==> src/rtl/mv_seq_pkg.sv <==
// Shared types and helpers for the MV chunk sequencer.
package mv_seq_pkg;

    typedef enum logic [1:0] {
        LOAD  = 2'd0,
        RUN   = 2'd1,
        DRAIN = 2'd2
    } mv_seq_state_t;

    // Bit positions in the per-cycle error-cause vector (sticky error is their OR).
    localparam int unsigned ERR_CHUNK_OUT = 0;  // capture strobe outside RUN or buffer full
    localparam int unsigned ERR_CHUNK_REQ = 1;  // chunk advance / pointer reset outside RUN
    localparam int unsigned ERR_VEC_VALID = 2;  // vector-done with short capture count
    localparam int unsigned ERR_NUM       = 3;

    function automatic int unsigned chunk_count(input int unsigned in_len,
                                                input int unsigned regs);
        return in_len / regs;
    endfunction

endpackage

==> src/rtl/mv_chunk_buffer.sv <==
// Byte-write, chunk-read register file; a chunk is LANES consecutive bytes.
module mv_chunk_buffer #(
    parameter int unsigned DEPTH_BYTES = 16,
    parameter int unsigned LANES       = 4,
    localparam int unsigned ADDR_W     = (DEPTH_BYTES > 1) ? $clog2(DEPTH_BYTES) : 1,
    localparam int unsigned NCH        = DEPTH_BYTES / LANES,
    localparam int unsigned CADDR_W    = (NCH > 1) ? $clog2(NCH) : 1
) (
    input  logic                 clk,
    input  logic                 rst_n,
    input  logic                 wr_en,
    input  logic [ADDR_W-1:0]    wr_addr,
    input  logic [7:0]           wr_data,
    input  logic [CADDR_W-1:0]   rd_chunk_addr,
    output logic [LANES*8-1:0]   rd_chunk
);

    logic [7:0] mem [DEPTH_BYTES];

    // Byte storage, cleared to zero on reset.
    always_ff @(posedge clk or negedge rst_n) begin
        if (!rst_n) begin
            for (int i = 0; i < int'(DEPTH_BYTES); i++) begin
                mem[i] <= 8'h00;
            end
        end else if (wr_en) begin
            mem[wr_addr] <= wr_data;
        end
    end

    // Combinational chunk read; lane k holds byte rd_chunk_addr*LANES+k.
    always_comb begin
        logic [ADDR_W-1:0] a;
        rd_chunk = '0;
        a        = '0;
        for (int k = 0; k < int'(LANES); k++) begin
            a = ADDR_W'(32'(rd_chunk_addr) * LANES + 32'(k));
            rd_chunk[k*8 +: 8] = mem[a];
        end
    end

endmodule

==> src/rtl/mv_chunk_sequencer.sv <==
// Sequencer for one chunked MV datapath: buffers the input vector, serves chunks,
// captures output elements and streams them out.
// Optional build macro MV_SEQ_PERF_CNT_EN adds run_cycles / vec_count counters.
module mv_chunk_sequencer
    import mv_seq_pkg::*;
#(
    parameter int unsigned IN_VEC_LEN   = 16,
    parameter int unsigned OUT_VEC_LEN  = 8,
    parameter int unsigned WORKING_REGS = 4
) (
    input  logic                      clk_in,
    input  logic                      rst_n_in,
    input  logic                      s_valid,
    output logic                      s_ready,
    input  logic [7:0]                s_data,
    output logic                      mv_in_data_ready,
    output logic [WORKING_REGS*8-1:0] mv_in_data,
    input  logic                      mv_req_chunk_in,
    input  logic                      mv_req_chunk_ptr_rst,
    input  logic                      mv_req_chunk_out,
    input  logic [7:0]                mv_write_out_data,
    input  logic                      mv_out_vector_valid,
    output logic                      m_valid,
    input  logic                      m_ready,
    output logic [7:0]                m_data,
    output logic                      busy,
    output logic                      error
`ifdef MV_SEQ_PERF_CNT_EN
   ,output logic [31:0]               run_cycles,
    output logic [15:0]               vec_count
`endif
);

    localparam int unsigned NCHUNK = chunk_count(IN_VEC_LEN, WORKING_REGS);
    localparam int unsigned WR_W   = $clog2(IN_VEC_LEN + 1);
    localparam int unsigned AW     = (IN_VEC_LEN > 1) ? $clog2(IN_VEC_LEN) : 1;
    localparam int unsigned CP_W   = (NCHUNK > 1) ? $clog2(NCHUNK) : 1;
    localparam int unsigned OI_W   = $clog2(OUT_VEC_LEN + 1);
    localparam int unsigned OB_W   = (OUT_VEC_LEN > 1) ? $clog2(OUT_VEC_LEN) : 1;

    mv_seq_state_t      state_q, state_d;
    logic [WR_W-1:0]    wr_idx_q, wr_idx_d;
    logic [CP_W-1:0]    chunk_ptr_q, chunk_ptr_d;
    logic [OI_W-1:0]    out_idx_q, out_idx_d;
    logic [OI_W-1:0]    rd_idx_q, rd_idx_d;
    logic               rdy_q;
    logic               error_q;
    logic               buf_wr_en;
    logic               cap_en;
    logic [ERR_NUM-1:0] err_set;
    logic [7:0]         out_buf_q [OUT_VEC_LEN];

    mv_chunk_buffer #(
        .DEPTH_BYTES (IN_VEC_LEN),
        .LANES       (WORKING_REGS)
    ) u_in_buf (
        .clk           (clk_in),
        .rst_n         (rst_n_in),
        .wr_en         (buf_wr_en),
        .wr_addr       (wr_idx_q[AW-1:0]),
        .wr_data       (s_data),
        .rd_chunk_addr (chunk_ptr_q),
        .rd_chunk      (mv_in_data)
    );

    // Next-state, pointer updates and error causes.
    always_comb begin
        state_d     = state_q;
        wr_idx_d    = wr_idx_q;
        chunk_ptr_d = chunk_ptr_q;
        out_idx_d   = out_idx_q;
        rd_idx_d    = rd_idx_q;
        buf_wr_en   = 1'b0;
        cap_en      = 1'b0;
        err_set     = '0;

        case (state_q)
            LOAD: begin
                if (s_valid) begin
                    buf_wr_en = 1'b1;
                    if (wr_idx_q == WR_W'(IN_VEC_LEN - 1)) begin
                        wr_idx_d    = '0;
                        chunk_ptr_d = '0;
                        out_idx_d   = '0;
                        state_d     = RUN;
                    end else begin
                        wr_idx_d = wr_idx_q + 1'b1;
                    end
                end
            end
            RUN: begin
                if (mv_req_chunk_ptr_rst) begin
                    chunk_ptr_d = '0;
                end else if (mv_req_chunk_in) begin
                    chunk_ptr_d = (chunk_ptr_q == CP_W'(NCHUNK - 1)) ? '0 : chunk_ptr_q + 1'b1;
                end
                if (mv_req_chunk_out) begin
                    if (out_idx_q == OI_W'(OUT_VEC_LEN)) begin
                        err_set[ERR_CHUNK_OUT] = 1'b1;
                    end else begin
                        cap_en    = 1'b1;
                        out_idx_d = out_idx_q + 1'b1;
                        if (out_idx_q == OI_W'(OUT_VEC_LEN - 1)) begin
                            state_d = DRAIN;
                        end
                    end
                end
                // Judged on the post-capture count so a same-cycle final strobe is legal.
                if (mv_out_vector_valid) begin
                    state_d = DRAIN;
                    if (out_idx_d != OI_W'(OUT_VEC_LEN)) begin
                        err_set[ERR_VEC_VALID] = 1'b1;
                    end
                end
                if (state_d == DRAIN) begin
                    rd_idx_d = '0;
                end
            end
            DRAIN: begin
                if (rd_idx_q == out_idx_q) begin
                    // Nothing was captured; leave without emitting.
                    rd_idx_d = '0;
                    state_d  = LOAD;
                end else if (m_ready) begin
                    if (rd_idx_q == out_idx_q - 1'b1) begin
                        rd_idx_d = '0;
                        state_d  = LOAD;
                    end else begin
                        rd_idx_d = rd_idx_q + 1'b1;
                    end
                end
            end
            default: state_d = LOAD;
        endcase

        if (state_q != RUN) begin
            if (mv_req_chunk_out) err_set[ERR_CHUNK_OUT] = 1'b1;
            if (mv_req_chunk_in || mv_req_chunk_ptr_rst) err_set[ERR_CHUNK_REQ] = 1'b1;
            if (mv_out_vector_valid && (out_idx_q != OI_W'(OUT_VEC_LEN))) begin
                err_set[ERR_VEC_VALID] = 1'b1;
            end
        end
    end

    // Control state, pointers, datapath-ready flag and sticky error.
    always_ff @(posedge clk_in or negedge rst_n_in) begin
        if (!rst_n_in) begin
            state_q     <= LOAD;
            wr_idx_q    <= '0;
            chunk_ptr_q <= '0;
            out_idx_q   <= '0;
            rd_idx_q    <= '0;
            rdy_q       <= 1'b0;
            error_q     <= 1'b0;
        end else begin
            state_q     <= state_d;
            wr_idx_q    <= wr_idx_d;
            chunk_ptr_q <= chunk_ptr_d;
            out_idx_q   <= out_idx_d;
            rd_idx_q    <= rd_idx_d;
            rdy_q       <= (state_d == RUN);
            error_q     <= error_q | (|err_set);
        end
    end

    // Output element capture buffer.
    always_ff @(posedge clk_in or negedge rst_n_in) begin
        if (!rst_n_in) begin
            for (int i = 0; i < int'(OUT_VEC_LEN); i++) begin
                out_buf_q[i] <= 8'h00;
            end
        end else if (cap_en) begin
            out_buf_q[out_idx_q[OB_W-1:0]] <= mv_write_out_data;
        end
    end

    // Stream-side outputs decoded from state.
    always_comb begin
        s_ready          = (state_q == LOAD);
        mv_in_data_ready = rdy_q;
        m_valid          = (state_q == DRAIN) && (rd_idx_q != out_idx_q);
        m_data           = m_valid ? out_buf_q[rd_idx_q[OB_W-1:0]] : 8'h00;
        busy             = (state_q != LOAD) || (wr_idx_q != '0);
        error            = error_q;
    end

`ifdef MV_SEQ_PERF_CNT_EN
    logic [31:0] run_cycles_q;
    logic [15:0] vec_count_q;

    // RUN-duration counter (saturating, cleared on RUN entry) and completed-vector count.
    always_ff @(posedge clk_in or negedge rst_n_in) begin
        if (!rst_n_in) begin
            run_cycles_q <= '0;
            vec_count_q  <= '0;
        end else begin
            if ((state_q != RUN) && (state_d == RUN)) begin
                run_cycles_q <= '0;
            end else if ((state_q == RUN) && (run_cycles_q != 32'hFFFF_FFFF)) begin
                run_cycles_q <= run_cycles_q + 32'd1;
            end
            if ((state_q == DRAIN) && (state_d == LOAD)) begin
                vec_count_q <= vec_count_q + 16'd1;
            end
        end
    end

    assign run_cycles = run_cycles_q;
    assign vec_count  = vec_count_q;
`endif

endmodule

==> config.mk <==
export PLATFORM = sky130hd
export DESIGN_NAME = mv_chunk_sequencer
export DESIGN_NICKNAME = d
export VERILOG_FILES = /design/src/rtl/mv_seq_pkg.sv /design/src/rtl/mv_chunk_buffer.sv /design/src/rtl/mv_chunk_sequencer.sv
export SDC_FILE = /design/constraint.sdc
export NUM_CORES = 1
export LEC_CHECK = 0
export ABC_CLOCK_PERIOD_IN_PS = 2650
export CAP_MARGIN = 20
export CORE_MARGIN = 2
export CORE_UTILIZATION = 28
export DETAILED_ROUTE_END_ITERATION = 8
export GPL_TIMING_DRIVEN = 0
export PLACE_DENSITY = 0.52
export SKIP_LAST_GASP = 1
export SYNTH_ARGS = -nofsm -noshare
export SYNTH_HDL_FRONTEND = slang
export SYNTH_SLANG_ARGS = --single-unit
export TNS_END_PERCENT = 1
==> constraint.sdc <==
create_clock -name clk_in -period 2.65 [get_ports clk_in]
set_input_delay 0.53 -clock clk_in [delete_from_list [all_inputs] [get_ports clk_in]]
set_output_delay 0.53 -clock clk_in [all_outputs]
set_load 0.03 [all_outputs]
==> qor.txt <==
CTS Sinks = 211
Max_cap viols = 0
Pre-antenna DRT Iters = 4
Setup slack, reg-to-reg = 0.05 ns
Die width = 191 µm
Tmin final = 2.83 ns
Core region area = 0.0345 mm²
Critical Path RT = 2.12 ns
Commonest non-fill, non-tap cell in the layout = dfrtp_1
Post-route ant nets = 0
Leak Pwr = 5.40 nW
Syn avg cell area = 15.2 µm²
FILL cells = 3435
Clock skew = 0.0104 ns
Area growth from synthesis to layout = 21.9%
Final Core Density = 34.7%
Async set or reset register ratio after synthesis = 100%
Vias per inst = 4.74
Total Routing Usage GR = 13.5%
Antenna violations before repair = 0
PortBufs = 68
Detailed placement HPWL = 15900 µm
PwrDens = 1050 mW/mm²
Critical path startpoint category = flip-flop
Worst-case clock buffer depth = 3
Worst-path fanout max = 7
Total grt overflow = 0
Critical path endpoint category = output port
R2R Path End = out_buf_q[56]
Starting Density = 28.4%
First-iteration detailed-routing DRC count = 263
Reg2reg path depth = 7
First-pass GRT wire length = 37700 µm
Routed Wire Length = 24200 µm
Peak Freq = 0.354 GHz
Unrepaired setup endpoints after global routing = yes
Remaining routing DRC violations = 0
Finish-stage setup viols = 41
Failing checks = setup timing
FF-to-FF Start = out_idx_q[0]
Synthesized flop and latch total = 211
Setup ws final = -0.179 ns
Syn_nets = 681
Clock slew at reported path FFs = 0.06 ns
Hold path cells = 1
Pin count of the biggest net entering global routing = 106
Post-synthesis cell area = 0.00982 mm²
Crit path launch = chunk_ptr_q[0]
CTS tree = yes
Average wire per standard cell = 19.9 µm
Vias in the first global route = 6135
Fin cells = 1218
Post-layout nets = 780
Top FF cell, synth = dfrtp_1
Die Area = 0.0366 mm²
I/O pins = 69
DP Cell Count = 1173
H-tree levels = 1
Rel. slew slack = 33.8%
YS warnings = 0
Arr. time, crit path = 2.30 ns
Status = finished with violations
Hold worst-path end = error
Commonest cells after routing, fill and taps aside = dfrtp_1 (210), mux2_2 (189), mux4_2 (48), dlygate4sd2_1 (29), clkdlybuf4s50_1 (28)
Cells after synthesis = 648
N_diodes = 0
DIE HEIGHT = 191 µm
Hold Path Origin = error
Final worst-path cycle share = 107%
CTS Buf Count = 23
Maximum vdd drop = 468 µV
Site Rows = 68
Final hold vios = 0
Post-synthesis sequential area ratio = 53.8%
Worst-Margin Slew = 0.988 ns
Post-synth EDFFs = 0
Clk_lat worst skew = 0.53 ns
Layout cell share with drive strength beyond 1 = 43.4%
Max-slew violation count = 0
Hold crit path type = reg2reg
Gpl congestion = 0.755
Vias = 5768
Cell variety after synth = 55
Root Driver = clkbuf_16
CP Class = reg2out
cell type report:
type	count	area (µm²)	share of cell area, %
inverters	8	30.0	0.251
clock buffers	38	702	5.86
clock inverters	3	55.1	0.460
repair buffers	76	746	6.23
multi-input cells	393	4370	36.5
flip-flops and latches	211	5280	44.1
well taps	455	569	4.76
plain buffers	34	223	1.86
layer usage:
layer	up-vias	global-route usage, %	share of wire (%)
li1	2614	-	-
met1	3025	18.8	48
met2	94	22.3	47
met3	35	2.11	3.2
met4	0	2.96	2.1
met5	-	0	0
registers in the layout (all words and copies together) (netlist names):
signal	cells
state_q	2
mv_in_data_ready	1
error	1
out_buf_q	64
chunk_ptr_q	2
out_idx_q	4
rd_idx_q	4
wr_idx_q	5
u_in_buf.mem	128
stage by stage:
| stage | TNS (ns) | cell area [µm²] | hold WS [ns] | setup WS, ns | power, mW |
|---|---|---|---|---|---|
| floorplan | 0 | 9820 | 0.234 | 0.390 | 8.01 |
| global placement | -1780.03 | 11100 | 0.469 | -8.38 | 9.34 |
| detailed placement | -18.34 | 11100 | 0.451 | -0.500 | 9.43 |
| CTS | -7.21 | 12000 | 0.484 | -0.218 | 12.7 |
| global route | -11.67 | 12000 | 0.507 | -0.287 | 13.2 |
| finish | -4.90 | 12000 | 0.480 | -0.179 | 12.5 |
Yosys cell counts, types with 4 or more instances:
library cell	instances	area share [%]
buf_2	14	0.71
mux2i_1	9	0.92
dfrtp_1	211	54
xor2_1	5	0.45
nand3b_1	4	0.31
mux4_2	48	11
ha_1	9	1.1
a21oi_1	9	0.46
clkbuf_1	18	0.69
o21ai_0	7	0.36
nand2_1	21	0.80
nand2_2	8	0.51
inv_1	7	0.27
nand3_1	6	0.31
mux2_1	6	0.69
mux2_2	189	22
nor3_2	4	0.41
nor2_1	15	0.57
critical path, cell delays in order (launching register included):
cell	delay, ns
dfrtp_1	0.35
clkbuf_4	0.24
mux4_2	0.57
clkdlybuf4s50_1	0.62
repair_timing:
| action | CTS | global route |
|---|---|---|
| hold endpoints to repair | 44 | 0 |
| hold buffers | 1 | 0 |
| cloned | 1 | 0 |
| setup endpoints to repair | 43 | 75 |
| gates resized for setup | 96 | 8 |
| pin swaps | 1 | 1 |
| setup buffers | 3 | 1 |
where the power goes:
part / switching [mW] / leakage, nW / total (mW) / internal (mW)
clock network: 1.33 / 0.371 / 3.23 / 1.91
registers: 0.546 / 2.75 / 4.90 / 4.36
logic: 2.13 / 2.28 / 4.38 / 2.25
logic make-up (layout without fill, tap and decap cells):
kind of cell               after synthesis  in the layout  synth area share [%]
AOI/OAI and AO/OA                       34             34                  2.47
xor gates and xnor gates                 9              9                 0.943
adders and majority gates                9              9                  1.15
buffers and inverters                   44            159                  1.90
DFF                                    211            211                  53.8
muxes                                  252            252                  34.3
and+or+nand+nor                         89             89                  5.49
worst max path at each step:
stage                           to  cells after the start
global placement      out_buf_q[4]                      1
CTS                 mv_in_data[15]                      3
floorplan                m_data[0]                      5
global route             m_data[1]                      6
finish               mv_in_data[7]                      3
detailed placement       m_data[5]                      6
(Power assumes the default switching activity.)
